--- src/rtl/y_md_pkg.sv ---
// Shared encodings for the iterative multiply/divide unit.
package y_md_pkg;

    typedef enum logic [1:0] {
        MD_MUL  = 2'b00,
        MD_MULH = 2'b01,
        MD_DIV  = 2'b10,
        MD_REM  = 2'b11
    } md_op_e;

    typedef enum logic [1:0] {
        MD_IDLE = 2'b00,
        MD_RUN  = 2'b01,
        MD_FIX  = 2'b10
    } md_state_e;

endpackage

--- src/rtl/y_add_sub.sv ---
// WIDTH+1 bit adder/subtractor; sub inverts b and injects the carry-in.
module y_add_sub
    import y_md_pkg::*;
#(
    parameter int WIDTH = 32
) (
    input  logic [WIDTH:0] a,
    input  logic [WIDTH:0] b,
    input  logic           sub,
    output logic [WIDTH:0] s,
    output logic           cout
);

    logic [WIDTH:0] b_eff;

    assign b_eff     = sub ? ~b : b;
    assign {cout, s} = {1'b0, a} + {1'b0, b_eff} + {{(WIDTH + 1){1'b0}}, sub};

endmodule

--- src/rtl/y_mul_div.sv ---
// Iterative RV32M multiply/divide: one bit per cycle over WIDTH cycles, then a
// single fix-up cycle that applies sign and RISC-V special-case results.
module y_mul_div
    import y_md_pkg::*;
#(
    parameter int WIDTH = 32
) (
    input  logic             clk,
    input  logic             reset,
    input  logic             start,
    input  logic [1:0]       op,
    input  logic             sgn,
    input  logic [WIDTH-1:0] a,
    input  logic [WIDTH-1:0] b,
    output logic [WIDTH-1:0] z,
    output logic             busy,
    output logic             done
);

    localparam int CNT_W = $clog2(WIDTH) + 1;
    localparam logic [WIDTH-1:0] MOST_NEG = {1'b1, {(WIDTH - 1){1'b0}}};
    localparam logic [CNT_W-1:0] CNT_LAST = CNT_W'(WIDTH - 1);

    function automatic logic [WIDTH-1:0] mag(input logic [WIDTH-1:0] v, input logic is_signed);
        return (is_signed && v[WIDTH-1]) ? -v : v;
    endfunction

    md_state_e          state, state_nxt;
    md_op_e             op_r;
    logic               rsign, div_zero, ovf;
    logic [WIDTH-1:0]   a_orig, opd, mplier;
    logic [2*WIDTH-1:0] acc;
    logic [CNT_W-1:0]   cnt;

    logic               sa, sb, is_div;
    logic [WIDTH-1:0]   a_mag, b_mag;
    logic [WIDTH:0]     add_a, add_b, add_s;
    logic               add_sub, add_cout;
    logic [WIDTH-1:0]   fix_opd, neg_val, res;
    logic [WIDTH-1:0]   new_rem;

    assign sa     = sgn & a[WIDTH-1];
    assign sb     = sgn & b[WIDTH-1];
    assign a_mag  = mag(a, sgn);
    assign b_mag  = mag(b, sgn);
    assign is_div = op_r[1];

    always_ff @(posedge clk) begin
        if (reset) state <= MD_IDLE;
        else       state <= state_nxt;
    end

    always_comb begin
        state_nxt = state;
        busy      = 1'b1;
        case (state)
            MD_IDLE: begin
                busy = 1'b0;
                if (start) state_nxt = MD_RUN;
            end
            MD_RUN:  if (cnt == CNT_LAST) state_nxt = MD_FIX;
            MD_FIX:  state_nxt = MD_IDLE;
            default: state_nxt = MD_IDLE;
        endcase
    end

    // One shared adder: multiply add, divide trial-subtract, or FIX negation (0 - x).
    always_comb begin
        add_a   = '0;
        add_b   = {1'b0, fix_opd};
        add_sub = 1'b1;
        if (state == MD_RUN) begin
            if (is_div) begin
                add_a = acc[2*WIDTH-1:WIDTH-1];
                add_b = {1'b0, opd};
            end else begin
                add_a   = {1'b0, acc[2*WIDTH-1:WIDTH]};
                add_b   = mplier[0] ? {1'b0, opd} : '0;
                add_sub = 1'b0;
            end
        end
    end

    y_add_sub #(.WIDTH(WIDTH)) u_add_sub (
        .a    (add_a),
        .b    (add_b),
        .sub  (add_sub),
        .s    (add_s),
        .cout (add_cout)
    );

    assign new_rem = add_cout ? add_s[WIDTH-1:0] : acc[2*WIDTH-2:WIDTH-1];

    // Negating the high half of a 2*WIDTH product only needs the +1 when the low half is zero.
    always_comb begin
        fix_opd = acc[WIDTH-1:0];
        if (op_r == MD_MULH || op_r == MD_REM) fix_opd = acc[2*WIDTH-1:WIDTH];
        neg_val = add_s[WIDTH-1:0];
        if (op_r == MD_MULH && (|acc[WIDTH-1:0])) neg_val = ~acc[2*WIDTH-1:WIDTH];
        res = rsign ? neg_val : fix_opd;
        if (op_r == MD_DIV) begin
            if (div_zero)  res = '1;
            else if (ovf)  res = a_orig;
        end else if (op_r == MD_REM) begin
            if (div_zero)  res = a_orig;
            else if (ovf)  res = '0;
        end
    end

    always_ff @(posedge clk) begin
        if (reset) begin
            acc  <= '0;
            cnt  <= '0;
            z    <= '0;
            done <= 1'b0;
        end else begin
            done <= 1'b0;
            case (state)
                MD_IDLE: if (start) begin
                    acc <= op[1] ? {{WIDTH{1'b0}}, a_mag} : '0;
                    cnt <= '0;
                end
                MD_RUN: begin
                    cnt <= cnt + CNT_W'(1);
                    if (is_div) acc <= {new_rem, acc[WIDTH-2:0], add_cout};
                    else        acc <= {add_s, acc[WIDTH-1:1]};
                end
                MD_FIX: begin
                    z    <= res;
                    done <= 1'b1;
                end
                default: ;
            endcase
        end
    end

    // Operand registers only matter between acceptance and FIX, so they carry no reset.
    always_ff @(posedge clk) begin
        if (state == MD_IDLE && start) begin
            op_r     <= md_op_e'(op);
            rsign    <= (op == MD_REM) ? sa : (sa ^ sb);
            div_zero <= (b == '0);
            ovf      <= sgn && (a == MOST_NEG) && (b == '1);
            a_orig   <= a;
            opd      <= op[1] ? b_mag : a_mag;
            mplier   <= b_mag;
        end else if (state == MD_RUN) begin
            mplier <= mplier >> 1;
        end
    end

endmodule
--- config.mk ---
export PLATFORM = sky130hd
export DESIGN_NAME = y_mul_div
export DESIGN_NICKNAME = d
export VERILOG_FILES = /design/src/rtl/y_md_pkg.sv /design/src/rtl/y_add_sub.sv /design/src/rtl/y_mul_div.sv
export SDC_FILE = /design/constraint.sdc
export NUM_CORES = 1
export LEC_CHECK = 0
export CORE_MARGIN = 2
export CORE_UTILIZATION = 40
export CTS_CLUSTER_DIAMETER = 200
export DETAILED_ROUTE_END_ITERATION = 16
export PLACE_DENSITY_LB_ADDON = 0.08
export REMOVE_ABC_BUFFERS = 1
export SYNTH_ARGS = -nofsm -noshare
export SYNTH_HDL_FRONTEND = slang
export SYNTH_SLANG_ARGS = --single-unit
--- constraint.sdc ---
create_clock -name clk -period 6.1 [get_ports clk]
set_input_delay 1.83 -clock clk [delete_from_list [all_inputs] [get_ports clk]]
set_output_delay 1.83 -clock clk [all_outputs]
set_load 0.01 [all_outputs]
# After elaboration in Yosys (flattened, before gate mapping)
# Index checks and enable logic that the tools add are counted.
[word_totals] register_bits=206 input_bits=70 wordCells=82
[op_classes] n_addsub=5 n_eq_ne=11 muxes=35 n_bitwise=5 reduce_logical=14
[op_table] op="$mux W32" n=19
[op_table] op="$mux W64" n=2
[op_table] op="$pmux W64 S2" n=1
[op_table] op="$mux W33" n=3
[op_table] op="$eq A32 B32 Y1 const B" n=2
[op_table] op="$neg A32 Y32" n=2
[op_table] op="$add A33 B33 Y34" n=1
[op_table] op="$add A34 B1 Y34" n=1
[op_table] op="$not A32 Y33" n=1
[op_table] op="$logic_not A32 Y1" n=1
[op_table] op="$not A32 Y32" n=1
[op_table] op="$reduce_or A32 Y1" n=1
[op_table] op="$pmux W6 S2" n=1
[op_table] op="$eq A2 B2 Y1 const B" n=4
[op_table] op="$add A6 B1 Y6 const B" n=1
[op_table] op="$eq A6 B5 Y1 const B" n=1
[op_table] op="$logic_and A1 B1 Y1" n=6
[op_table] op="$mux W6" n=1
[op_table] op="$mux W1" n=5
[op_table] op="$eq A2 B1 Y1 const B" n=2
[op_table] op="$mux W2" n=2
[op_table] op="$ne A2 B2 Y1 const B" n=2
[op_table] op="$pmux W2 S2" n=1
[op_table] op="$reduce_and A2 Y1" n=2
[op_table] op="5 further kinds" n=7

# Longest topological paths before layout
# Gate-level depths: netlist of the first run.
[logic_depth] word_depth=14 depth_mapped=20

# Modules after synthesis
# Synthesis of the first run repeated with hierarchy kept, for this count alone.
[hier_totals] hier_cells=1765 area_unflattened_um2=15059.4
[by_module_without_submodules] mod="y_mul_div" n_inst=1 cells_per_inst=1487 area_per_inst_um2=13017.5 seq_area_each_um2=5134.9
[by_module_without_submodules] mod="y_add_sub" n_inst=1 cells_per_inst=278 area_per_inst_um2=2042.0 seq_area_each_um2=0.0

# Worst setup path after synthesis of the first run
# No wires, ideal clock.
[synth_timing] path_type="reg-to-reg" from="reg op_r[1]" to="reg acc[63]" setup_time_ps=133 t_arrival_ps=4728 required_time_ps=5967 slack_ps=1238 stages_incl_launch_ff=20 synth_period_minus_slack_ps=4862 cell_sequence="edfxtp_1 > clkbuf_1 > clkbuf_1 > clkbuf_1 > clkbuf_1 > clkbuf_1 > mux2i_1 > nor2_1 > ha_1 > a21oi_1 > a21boi_0 > o31a_1 > a211o_1 > a31oi_1 > o21ai_1 > o221ai_1 > buf_2 > nor2_1 > a222oi_1 > o21ai_0"
[synth_between] elab_chain_len=11 elab_cells_between_ends=17 classes_between="add/sub (2); eq/ne (2); mux (11); bitwise (1); reduce/logical (1)"
[synth_rtl] element="start: declaration" line_no="y_mul_div.sv:29" rtl="md_op_e op_r;"
[synth_rtl] element="start signal: assignment" line_no="y_mul_div.sv:140" rtl="op_r <= md_op_e'(op);"
[synth_rtl] element="$eq A2 B1 Y1 or $eq A2 B2 Y1 (tied branches)" line_no="y_mul_div.sv:97" rtl="if (op_r == MD_MULH || op_r == MD_REM) fix_opd = acc[2*WIDTH-1:WIDTH];"
[synth_rtl] element="$logic_or A1 B1 Y1" line_no="y_mul_div.sv:97"
[synth_rtl] element="$mux W32" line_no="y_mul_div.sv:97"
[synth_rtl] element="$mux W32" line_no="y_mul_div.sv:72" rtl="if (state == MD_RUN) begin"
[synth_rtl] element="$not A32 Y33" line_no="y_add_sub.sv:16" rtl="assign b_eff = sub ? ~b : b;"
[synth_rtl] element="$mux W33" line_no="y_add_sub.sv:16"
[synth_rtl] element="$add A33 B33 Y34" line_no="y_add_sub.sv:17" rtl="assign {cout, s} = {1'b0, a} + {1'b0, b_eff} + {{(WIDTH + 1){1'b0}}, sub};"
[synth_rtl] element="$add A34 B1 Y34" line_no="y_add_sub.sv:17"
[synth_rtl] element="$mux W32" line_no="y_mul_div.sv:92" rtl="assign new_rem = add_cout ? add_s[WIDTH-1:0] : acc[2*WIDTH-2:WIDTH-1];"
[synth_rtl] element="$mux W64 *" line_no="y_mul_div.sv:125" rtl="if (is_div) acc <= {new_rem, acc[WIDTH-2:0], add_cout};"
[synth_rtl] element="$pmux W64 S2 *" line_no="y_mul_div.sv:118" rtl="case (state)"
[synth_rtl] element="end signal: assignment" line_no="y_mul_div.sv:120" rtl="acc <= op[1] ? {{WIDTH{1'b0}}, a_mag} : '0;"
[synth_rtl] element="end signal: assignment" line_no="y_mul_div.sv:125"
[synth_rtl] element="end signal: assignment" line_no="y_mul_div.sv:126" rtl="else acc <= {add_s, acc[WIDTH-1:1]};"
[synth_rtl] element="end: declaration" line_no="y_mul_div.sv:32" rtl="logic [2*WIDTH-1:0] acc;"
# Mark *: on every way between the ends. The rest lies on a longest branch, timed or not.
# A chain may end at the register's enable or synchronous reset.

# Worst setup path after layout of the first run
[layout_timing] from="reg op_r[1]" to="reg z[28]"
[layout_between] elab_chain_len=14 elab_cells_between_ends=24 classes_between="add/sub (2); eq/ne (3); mux (16); bitwise (1); reduce/logical (2)"
[layout_rtl] element="$eq A2 B1 Y1 or $eq A2 B2 Y1 (tied branches)" line_no="y_mul_div.sv:97, y_mul_div.sv:99, y_mul_div.sv:104"
[layout_rtl] element="$logic_or A1 B1 Y1" line_no="y_mul_div.sv:97"
[layout_rtl] element="$mux W32" line_no="y_mul_div.sv:97"
[layout_rtl] element="$mux W32" line_no="y_mul_div.sv:72"
[layout_rtl] element="$not A32 Y33" line_no="y_add_sub.sv:16"
[layout_rtl] element="$mux W33" line_no="y_add_sub.sv:16"
[layout_rtl] element="$add A33 B33 Y34" line_no="y_add_sub.sv:17"
[layout_rtl] element="$add A34 B1 Y34" line_no="y_add_sub.sv:17"
[layout_rtl] element="$mux W32" line_no="y_mul_div.sv:99" rtl="if (op_r == MD_MULH && (|acc[WIDTH-1:0])) neg_val = ~acc[2*WIDTH-1:WIDTH];"
[layout_rtl] element="$mux W32" line_no="y_mul_div.sv:100" rtl="res = rsign ? neg_val : fix_opd;"
[layout_rtl] element="$mux W32" line_no="y_mul_div.sv:106" rtl="else if (ovf) res = '0;"
[layout_rtl] element="$mux W32" line_no="y_mul_div.sv:105" rtl="if (div_zero) res = a_orig;"
[layout_rtl] element="$mux W32" line_no="y_mul_div.sv:104" rtl="end else if (op_r == MD_REM) begin"
[layout_rtl] element="$mux W32 *" line_no="y_mul_div.sv:101" rtl="if (op_r == MD_DIV) begin"
[layout_rtl] element="end signal: assignment" line_no="y_mul_div.sv:129" rtl="z <= res;"
[layout_rtl] element="end: declaration" line_no="y_mul_div.sv:15" rtl="output logic [WIDTH-1:0] z,"
# Marks and branches as above.

==> impl_results.md, run 1 <==
* RSZ-0062 raised after global routing: false
* Max-slew headroom at 0.3494
* ANT nets after route at 0
* Kind of critical path: reg -> reg
* GR Overflow Total at 0
* Outcome: completed
* First-pass DRT Iterations at 5
* First-pass GRT wire length at ~75 mm
* Average size of a mapped cell at between 8 and 9 µm²
* Post-synth top flop: dfxtp_1
* Final cycle utilization of the critical path at 0.7980
* Die W at 192.9 µm
* Critical Path Max Stage Delay at 540 ps
* CTS clk-pin slew, worst paths at roughly 60 ps
* # hold bufs at CTS at 0
* Core Area at 35310 µm²
* Sequential element share of the synthesized area at 0.3599
* Arrival time of the worst setup path at around 5300 ps
* Sink Count at 206
* Yosys warns at 0
* DIE HEIGHT at 192.9 µm
* Non-filler cells, final at 2253
* Cts bufs inserted at 25
* Worst setup EP type: flop
* CP most frequent cell: o21ai_0
* Port bufs at 103
* MaxCap Viol Count at 0
* Row count at 69
* Worst setup startpoint: op_r[1]
* Critical path's slowest cell: buf_12
* Placer Congestion at 0.8785
* Final core occ at 0.4675
* Worst min-delay path class: reg -> reg
* H-tree levels at 1
* Fin area at 16510 µm²
* R2r startpoint: op_r[1]
* Setup TNS at 0 ps
* Critical-path maximum fanout at around 120
* Crit path cell chain: buf_12 -> mux2i_1 -> o21ai_0 -> ha_1 -> a21o_1 -> a21o_1 -> a221oi_1 -> o2111ai_1 -> o21ai_0 -> o21ai_0 -> a211oi_1 -> xnor2_1 -> o211ai_1 -> a211oi_1
* Vias at 13.46k
* Initial Utilization at 0.4041
* Yosys cell types at 67
* Hpwl dp at 35.86 mm
* P_leak at 6.613 nW
* Wirelength per Cell at 21.74 µm
* VDD IR max at ~0.00017 V
* Io pins at approximately 100
* Placement Cell Area at 15710 µm²
* Worst Tran Pin Value at 972.3 ps
* DRC violations left at 0
* CTS tree: yes
* Die area at 37200 µm²
* HP Start: z[17]
* Synth-to-layout area growth at 15.68%
* Final Hold Fails at 0
* GRT Overall Usage at 0.2615
* Number of vias per cell at 5.973
* Clk Latency, worst-skew pair at 530 ps
* Root buffer cell: clkbuf_16
* Antenna fix cells at 0
* Antenna violations before repair at 0
* CTS resizes at 0
* Seq cells post-synth at 206
* Iteration-0 DRC Markers at 1300
* Upper clock frequency limit at 205.4 MHz
* EDFF count, synth at 101
* Gate Count Post-Synth at about 1.7k
* Post-synthesis cell area at 14270 µm²
* Final WL at a little under 50 mm
* Final setup violation count at 0
* Startpoint Class: flop
* Layout cell share with drive strength beyond 1 at 0.05134
* Largest net degree at the start of global routing at 124
* Postcts setup bufs at 0
* Worst clock skew at around 15 ps
* CTS Buffer Depth at 3
* CP required at 6540 ps
* Nets@finish at 1881
* Async SR Flop Fraction at 0
* Number of global-route vias before repair at 12.30k
* Pwr per Cell Area at 256.1 nW/µm²
* Slew Viols, Final at 0
* Min Tclk post-route at 4868 ps
* WHS at 456.8 ps
* Inst Count DP at roughly 2.2k
==> report_power, final <==
part / total, mW / switching [mW] / internal (mW)
clock: 1.48 / 0.610 / 0.869
sequential: 1.69 / 0.111 / 1.58
combinational: 1.06 / 0.667 / 0.392
total: 4.23 / 1.39 / 2.84
==> critical path, delay by kind of cell, from the launching register on <==
kind,cells,cell delay [ps]
xor gates and xnor gates,1,260
adders and majority gates,1,370
DFF,1,400
buffers and inverters,1,540
AOI/OAI and AO/OA,10,2890
muxes,1,270
==> metrics by stage <==
stage	setup WS [ps]	total power, mW
3_3_place_gp	1017	2.745
4_1_cts	1359	4.228
5_1_grt	956.7	4.413
6_report	1232	4.227
3_5_place_dp	977.7	2.750
2_1_floorplan	-3290	2.371
==> layer usage <==
| layer | part of all wire | global-route usage | wire (µm) |
|---|---|---|---|
| met4 | 0.021 | 0.06078 | 1026 |
| met3 | 0.068 | 0.03182 | 3329 |
| met2 | 0.43 | 0.3860 | 20970 |
| met1 | 0.48 | 0.4016 | 23650 |
| met5 | 0 | 0 | 0 |
==> cell usage after synthesis, types with 8 or more instances <==
master	count	area [µm²]
and3_1	10	62.56
nand3_1	21	105.1
o211ai_1	9	67.56
or3_1	12	75.07
xnor2_1	58	508.0
edfxtp_1	101	3033
nand4_1	13	81.33
o31ai_1	9	67.56
o21ai_0	136	680.7
and2_1	13	81.33
a21o_1	26	195.2
buf_1	16	60.06
nand2b_1	8	50.05
clkbuf_1	101	379.1
a21oi_1	207	1036
nor4_1	20	125.1
a22oi_1	26	195.2
o221ai_1	10	87.58
ha_1	36	450.4
mux2i_1	157	1572
o22ai_1	21	131.4
nor3_1	61	305.3
xor2_1	33	289.0
a31oi_1	15	93.84
nor2_1	214	803.3
inv_1	34	127.6
a211oi_1	18	135.1
nor2b_1	11	68.82
nand2_1	144	540.5
a221oi_1	8	70.07
dfxtp_1	105	2102
==> path summary, 6_finish.rpt <==
| kind | to | slack [ps] | cells past startpoint |
|---|---|---|---|
| worst max-delay path | z[28] | 1230 | 14 |
| worst min-delay path | z[17] | 460 | 2 |
| worst max register to register | z[28] | 1230 | 14 |
| worst min register to register | z[17] | 460 | 2 |
==> cell type report <==
class	instances	area, µm²
fillers	3503	18800
clock inverters	12	108.9
inverters	36	136.4
clock buffers	33	685.7
flip-flops and latches	206	5135
repair buffers	135	1286
multi-input cells	1370	8577
well taps	461	576.8
==> sequential cells by signal, summed over array words and instances, names as in the netlist <==
| register | count |
|---|---|
| a_orig | 32 |
| cnt | 6 |
| div_zero | 1 |
| ovf | 1 |
| state | 2 |
| acc | 64 |
| mplier | 32 |
| z | 32 |
| rsign | 1 |
| opd | 32 |
| op_r | 2 |
| done | 1 |
==> cells in the final DEF (no fill, tap or decap), types with 10 or more instances in the layout <==
cell type and count:
a211oi_1 18, a21o_1 26, a21oi_1 207, a22oi_1 26, a31oi_1 15, and2_1 13, and3_1 10, buf_4 30
clkbuf_16 25, clkdlybuf4s50_1 101, dfxtp_1 105, edfxtp_1 101, ha_1 36, inv_1 34, mux2i_1 157, nand2_1 143
nand3_1 21, nand4_1 13, nor2_1 213, nor3_1 61, nor4_1 20, o21ai_0 136, o22ai_1 21, or3_1 12
xnor2_1 58, xor2_1 33
==> cell families (layout without fill, tap and decap cells) <==
kind of cell               count (synthesis)  in the layout  synth area share
AOI/OAI and AO/OA                        535            535            0.2240
xor gates and xnor gates                  91             91           0.05586
adders and majority gates                 37             37           0.03297
buffers and inverters                    157            216           0.04165
DFF                                      206            206            0.3599
muxes                                    161            161            0.1136
and+or+nand+nor                          546            546            0.1720
Power figures use the tool's default switching activity.
==> run 2, diff against run 1 <==
clock period = 4.4 ns   (was 6.1 ns; I/O delays follow)
==> run 2 against run 1 <==
  * Clock skew down 2.5 ps
  * Non-clock buffer count up 92
  * Via count up 0.46%
  * Total power up 49%
  * Global-route usage up 0.43 points
  * Utilization up 2.5 points
  * Critical path type unchanged
  * Critical endpoint is now z[30]
  * Largest cell class unchanged
==> impl_results.md, run 2 (same netlist as run 1, synthesis figures left out) <==
* RSZ-0062 raised after global routing: true (was false)
* Die W at 192.9 µm (unchanged)
* Vias at 13.52k (was 13.46k)
* VDD IR max at 0.0002402 V (was 0.0001699 V)
* Clk Latency, worst-skew pair at 530 ps (about the same)
* Commonest cells after routing, fill and taps aside: 213 x nor2_1, 207 x a21oi_1, 157 x mux2i_1, 143 x nand2_1, 133 x o21ai_0 (was 213 x nor2_1, 207 x a21oi_1, 157 x mux2i_1, 143 x nand2_1, 136 x o21ai_0)
* Antenna fix cells at 0 (unchanged)
* P_leak at 7.132 nW (was 6.613 nW)
* DRC violations left at 0 (unchanged)
* Port bufs at 103 (unchanged)
* Outcome: completed (unchanged)
* CTS Buffer Depth at 3 (unchanged)
* GRT Overall Usage at 0.2658 (was 0.2615)
* CTS resizes at 0 (unchanged)
* Final Hold Fails at 0 (unchanged)
* Largest net degree at the start of global routing at 69 (was 124)
* Pwr per Cell Area at 361.7 nW/µm² (was 256.1 nW/µm²)
* Startpoint Class: flop (unchanged)
* Row count at 69 (unchanged)
* First-pass DRT Iterations at 5 (unchanged)
* Clock share of power at 0.373 (was 0.350)
* Internal power at 4.334 mW (was 2.839 mW)
* Flop pwr share at 0.371 (was 0.400)
* Slew Viols, Final at 0 (unchanged)
* H-tree levels at 1 (unchanged)
* R2r setup slk at 110 ps (was 1230 ps)
* Final cycle utilization of the critical path at 0.9755 (was 0.7980)
* Max-slew headroom at 0.3724 (was 0.3494)
* GR Overflow Total at 0 (unchanged)
* Critical path's top delay family: simple AND/OR/NAND/NOR gates (was compound AO/OA/AOI/OAI gates)
* Most flops, register: acc (unchanged)
* Final core occ at 0.4928 (was 0.4675)
* CP required at 4810 ps (was 6540 ps)
* Fin area at 17400 µm² (was 16510 µm²)
* First-pass GRT wire length at 76.06 mm (was 75.00 mm)
* Postcts setup bufs at 0 (unchanged)
* Sw frac at 0.3114 (was 0.3283)
* Final setup violation count at 0 (unchanged)
* CP most frequent cell: or4_1 (was o21ai_0)
* Arrival time of the worst setup path at 4700 ps (was 5310 ps)
* Min Tclk post-route at 4292 ps (was 4868 ps)
* Antenna violations before repair at 0 (unchanged)
* ANT nets after route at 0 (unchanged)
* Die area at 37200 µm² (unchanged)
* Most common cell after layout, fill and taps aside: nor2_1 (unchanged)
* Placer Congestion at 0.8563 (was 0.8785)
* Worst Tran Pin Value at 938.0 ps (was 972.3 ps)
* Kind of critical path: reg -> reg (unchanged)
* Initial Utilization at 0.4041 (unchanged)
* Worst clock skew at 12.20 ps (was 14.68 ps)
* Layout cell share with drive strength beyond 1 at 0.1009 (was 0.05134)
* Switch Pwr at 1.960 mW (was 1.388 mW)
* Sink Count at 206 (unchanged)
* Critical-path maximum fanout at 50 (was 123)
* # hold bufs at CTS at 0 (unchanged)
* Placement Cell Area at 16450 µm² (was 15710 µm²)
* Critical path's slowest cell: or4_1 (was buf_12)
* CTS clk-pin slew, worst paths at 60 ps (about the same)
* Max FFs per register at 64 (unchanged)
* Root buffer cell: clkbuf_16 (unchanged)
* Worst setup EP type: flop (unchanged)
* Critical Path Max Stage Delay at 560 ps (was 540 ps)
* Combinational Power Share at 0.256 (was 0.251)
* Io pins at 104 (unchanged)
* CTS tree: yes (unchanged)
* DIE HEIGHT at 192.9 µm (unchanged)
* Iteration-0 DRC Markers at 1283 (was 1300)
* Wirelength per Cell at 21.13 µm (was 21.74 µm)
* Worst min-delay path class: reg -> reg (unchanged)
* Final WL at 49.53 mm (was 48.97 mm)
* WP buf/inv at 2 (was 1)
* MaxCap Viol Count at 0 (unchanged)
* Hpwl dp at 37.02 mm (was 35.86 mm)
* Number of global-route vias before repair at 12.58k (was 12.30k)
* Synth-to-layout area growth at 21.95% (was 15.68%)
* Crit path cell chain: buf_12 -> mux2_2 -> and2_1 -> inv_1 -> fa_1 -> nor2b_1 -> o31a_1 -> or4_1 -> and4b_1 -> or4_1 -> a31oi_2 -> xnor2_1 -> mux2_4 -> a221oi_2 -> nor3_1 (was buf_12 -> mux2i_1 -> o21ai_0 -> ha_1 -> a21o_1 -> a21o_1 -> a221oi_1 -> o2111ai_1 -> o21ai_0 -> o21ai_0 -> a211oi_1 -> xnor2_1 -> o211ai_1 -> a211oi_1)
* Upper clock frequency limit at 233.0 MHz (was 205.4 MHz)
* Core Area at 35310 µm² (unchanged)
* Cts bufs inserted at 24 (was 25)
* Nets@finish at 1972 (was 1881)
* Number of vias per cell at 5.768 (was 5.973)
## run 2: changes by cell type in the layout (fill, tap and decap cells not counted), moves of 2 or more
cell,delta
clkbuf_8,-2
clkbuf_1,-4
bufinv_16,+5
o21ai_1,+3
o21ai_0,-3
clkinv_2,-2
buf_12,+3
buf_4,+88
## run 2: per-stage QoR
step           cells  TNS (ps)  setup slack (ps)  total power, mW  hold slack (ps)
6_report        2344         0             107.9            6.294            459.3
4_1_cts         2344         0             115.1            6.289            461.9
3_5_place_dp    2300    -841.0            -147.7            3.942            450.0
5_1_grt         2344    -135.9            -70.58            6.564            482.9
3_3_place_gp    2300    -244.7            -77.94            3.935            453.4
2_1_floorplan   1612   -544230             -4990            3.287            457.9
## run 2: final cells by class
cell class	instances	area, µm²
Fill cell	3418	17910
Multi-Input combinational cell	1370	8588
Sequential cell	206	5135
Timing Repair Buffer	227	2034
Clock buffer	28	668.1
Tap cell	461	576.8
Clock inverter	16	261.5
Inverter	36	136.4
## run 2: metal layers
layer / GRT usage / wire length [µm] / vias up
li1: - / - / 6617
met1: 0.4051 / 23960 / 6418
met2: 0.4012 / 21530 / 438
met3: 0.02801 / 3047 / 47
met4: 0.05784 / 990 / 0
met5: 0 / 0 / -
## run 2: power by group through the flow
stage,Sequential (mW),Combinational (mW),Clock (mW)
after CTS,2.33,1.59,2.37
after detailed placement,2.37,1.57,0
final,2.33,1.61,2.35
after global routing,2.35,1.77,2.45
after floorplan,2.34,0.951,0
after global placement,2.37,1.57,0
## run 2: path summary, 6_finish.rpt
path | start | end | depth (start not counted)
max | op_r[1] | z[30] | 15
min | z[17] | z[17] | 2
max reg2reg | op_r[1] | z[30] | 15
min reg2reg | z[17] | z[17] | 2
## run 2: worst reg2reg max path, cell delays in order, from the launching register on
cell,delay (ps)
edfxtp_1,410
buf_12,300
mux2_2,370
and2_1,170
inv_1,80
fa_1,230
nor2b_1,80
o31a_1,290
or4_1,550
and4b_1,280
or4_1,560
a31oi_2,180
xnor2_1,130
mux2_4,280
a221oi_2,210
nor3_1,60
==> run 3, diff against run 2 <==
GPL_TIMING_DRIVEN = 0   (was default)
==> run 3 against run 2 <==
  * Largest power group is now registers
  * Hold slack hardly changed
  * Sequential share of layout area is 0.50 points higher
  * The run now ends with setup timing left
  * Clock skew is 1.9 ps higher
  * Non-clock buffer count is 84 lower
  * Critical path type unchanged
  * Routed wire length is 0.88% lower
  * Design area is 1.6% lower
==> impl_results.md, run 3 (same netlist as run 1, synthesis figures left out) <==
* Die W at 192.9 µm (unchanged)
* Met1 Usage GRT at 0.3909 (was 0.4051)
* CTS clk-pin slew, worst paths at 70 ps (was 60 ps)
* Placer Congestion at 0.8545 (was 0.8563)
* R2r startpoint: op_r[1] (unchanged)
* Most common cell after layout, fill and taps aside: nor2_1 (unchanged)
* Wirelength per Cell at 21.73 µm (was 21.13 µm)
* HP Start: z[17] (unchanged)
* Final cycle utilization of the critical path at 1.002 (was 0.9755)
* Nets@finish at 1889 (was 1972)
* Most flops, register: acc (unchanged)
* Switch Pwr at 1.942 mW (was 1.960 mW)
* Core Area at 35310 µm² (unchanged)
* Max FFs per register at 64 (unchanged)
* Worst setup startpoint: op_r[1] (unchanged)
* Synth-to-layout area growth at 19.99% (was 21.95%)
* WHS at 459.0 ps (was 459.3 ps)
* # hold bufs at CTS at 0 (unchanged)
* RSZ-0062 raised after global routing: true (unchanged)
* Startpoint Class: flop (unchanged)
* VDD IR max at 0.0002126 V (was 0.0002402 V)
* First-pass DRT Iterations at 6 (was 5)
* P_leak at 6.766 nW (was 7.132 nW)
* GR Overflow Total at 0 (unchanged)
* Hpwl dp at 35.33 mm (was 37.02 mm)
* Vias at 13.41k (was 13.52k)
* Clk Latency, worst-skew pair at 520 ps (was 530 ps)
* ANT nets after route at 0 (unchanged)
* Clock share of power at 0.329 (was 0.373)
* Post-place setup slack at -1923 ps (was -147.7 ps)
* Post-route setup slack at -9.479 ps (was 107.9 ps)
* Row count at 69 (unchanged)
* Antenna fix cells at 0 (unchanged)
* Routing usage on met3 at 0.03437 (was 0.02801)
* GRT Overall Usage at 0.2590 (was 0.2658)
* Filler cell count at 3438 (was 3418)
* Upper clock frequency limit at 226.8 MHz (was 233.0 MHz)
* First-pass GRT wire length at 74.25 mm (was 76.06 mm)
* Number of global-route vias before repair at 12.10k (was 12.58k)
* CTS Buffer Depth at 3 (unchanged)
* Io pins at 104 (unchanged)
* Non-filler cells, final at 2259 (was 2344)
* CTS tree: yes (unchanged)
* Most crowded layer after global routing: met2 (was met1)
* Worst clock skew at 14.09 ps (was 12.20 ps)
* Number of vias per cell at 5.934 (was 5.768)
* Flop pwr share at 0.400 (was 0.371)
* Combinational Power Share at 0.271 (was 0.256)
* Cts bufs inserted at 23 (was 24)
* Sink Count at 206 (unchanged)
* Kind of critical path: reg -> reg (unchanged)
* Root buffer cell: clkbuf_16 (unchanged)
* Failing checks: setup timing
* Iteration-0 DRC Markers at 1163 (was 1283)
* Register area at 5137 µm² (was 5135 µm²)
* Layout cell share with drive strength beyond 1 at 0.07953 (was 0.1009)
* Arrival time of the worst setup path at 4800 ps (was 4700 ps)
* Largest net degree at the start of global routing at 104 (was 69)
* Final Hold Fails at 0 (unchanged)
* Met2 usage at 0.3925 (was 0.4012)
* Slew Viols, Final at 0 (unchanged)
* Worst min-delay path class: reg -> reg (unchanged)
* Internal power at 3.913 mW (was 4.334 mW)
* Final WL at 49.09 mm (was 49.53 mm)
* DIE HEIGHT at 192.9 µm (unchanged)
* CP required at 4800 ps (was 4810 ps)
* Max-slew headroom at 0.08619 (was 0.3724)
* Sw frac at 0.3317 (was 0.3114)
* Worst Tran Pin Value at 1367 ps (was 938.0 ps)
* Initial Utilization at 0.4041 (unchanged)
* DRC violations left at 0 (unchanged)
* Pwr per Cell Area at 342.0 nW/µm² (was 361.7 nW/µm²)
* Outcome: complete, but fails checks (was completed)
* Inst Count DP at 2200 (was 2300)
* Commonest cells after routing, fill and taps aside: 211 x nor2_1, 205 x a21oi_1, 150 x mux2i_1, 143 x nand2_1, 120 x o21ai_0 (was 213 x nor2_1, 207 x a21oi_1, 157 x mux2i_1, 143 x nand2_1, 133 x o21ai_0)
* Worst setup EP type: flop (unchanged)
* H-tree levels at 1 (unchanged)
* Port bufs at 103 (unchanged)
* Critical-path maximum fanout at 19 (was 50)
* MaxCap Viol Count at 0 (unchanged)
* Min Tclk post-route at 4409 ps (was 4292 ps)
* Multi-input combinational cell area at 8867 µm² (was 8588 µm²)
* Antenna violations before repair at 0 (unchanged)
* Die area at 37200 µm² (unchanged)
* Final setup violation count at 1 (was 0)
-- run 3: repair_timing --
item / in CTS / in global routing
resized for setup: 24 / 50
endpoints found under the setup margin: 90 / 65
buffers inserted: 12 / 4
pin swaps: 1 / 6
gates cloned: 1 / 2
-- run 3: worst paths after layout --
check / end / slack [ps] / depth (start not counted)
max: z[30] / -9 / 17
min: z[17] / 460 / 2
max reg2reg: z[30] / -9 / 17
min reg2reg: z[17] / 460 / 2
-- run 3: layer usage --
layer	vias up	part of all wire
met1	6396	0.47
met2	512	0.44
met4	0	0.018
li1	6450	-
met5	-	0
met3	47	0.073
-- run 3: cell type report --
class,count,area share
well taps,461,0.03369
clock buffers,33,0.03683
repair buffers,143,0.09741
inverters,36,0.008916
multi-input cells,1372,0.5179
clock inverters,8,0.005189
flip-flops and latches,206,0.3001
-- run 3: metrics by stage --
stage / utilization / TNS [ps] / power (mW) / instance area [µm²]
after global placement: 0.4366 / -1395540 / 3.828 / 15420
after global routing: 0.4849 / -300.6 / 6.110 / 17120
after CTS: 0.4779 / 0 / 5.806 / 16870
after floorplan: - / -544230 / 3.287 / 13810
after detailed placement: 0.4525 / -99350 / 3.853 / 15980
final: 0.4849 / -9.479 / 5.856 / 17120
-- run 3: power by group through the flow --
stage               clock network (mW)  logic (mW)  registers (mW)
floorplan                            0       0.951            2.34
global placement                     0        1.41            2.42
detailed placement                   0        1.47            2.38
CTS                               1.95        1.53            2.33
global route                      2.03        1.73            2.35
finish                            1.93        1.59            2.34
-- run 3: worst max-delay path: stages (launching register included) --
cell	delay, ps
edfxtp_1	320
buf_4	160
buf_16	180
nor2b_4	60
buf_12	140
mux2i_2	270
o21ai_2	110
ha_1	380
nor2b_1	180
o31a_1	270
or4_1	510
and4b_2	280
or4_4	550
a31oi_4	180
xnor2_2	110
mux2_4	290
a221oi_2	210
nor3_1	60
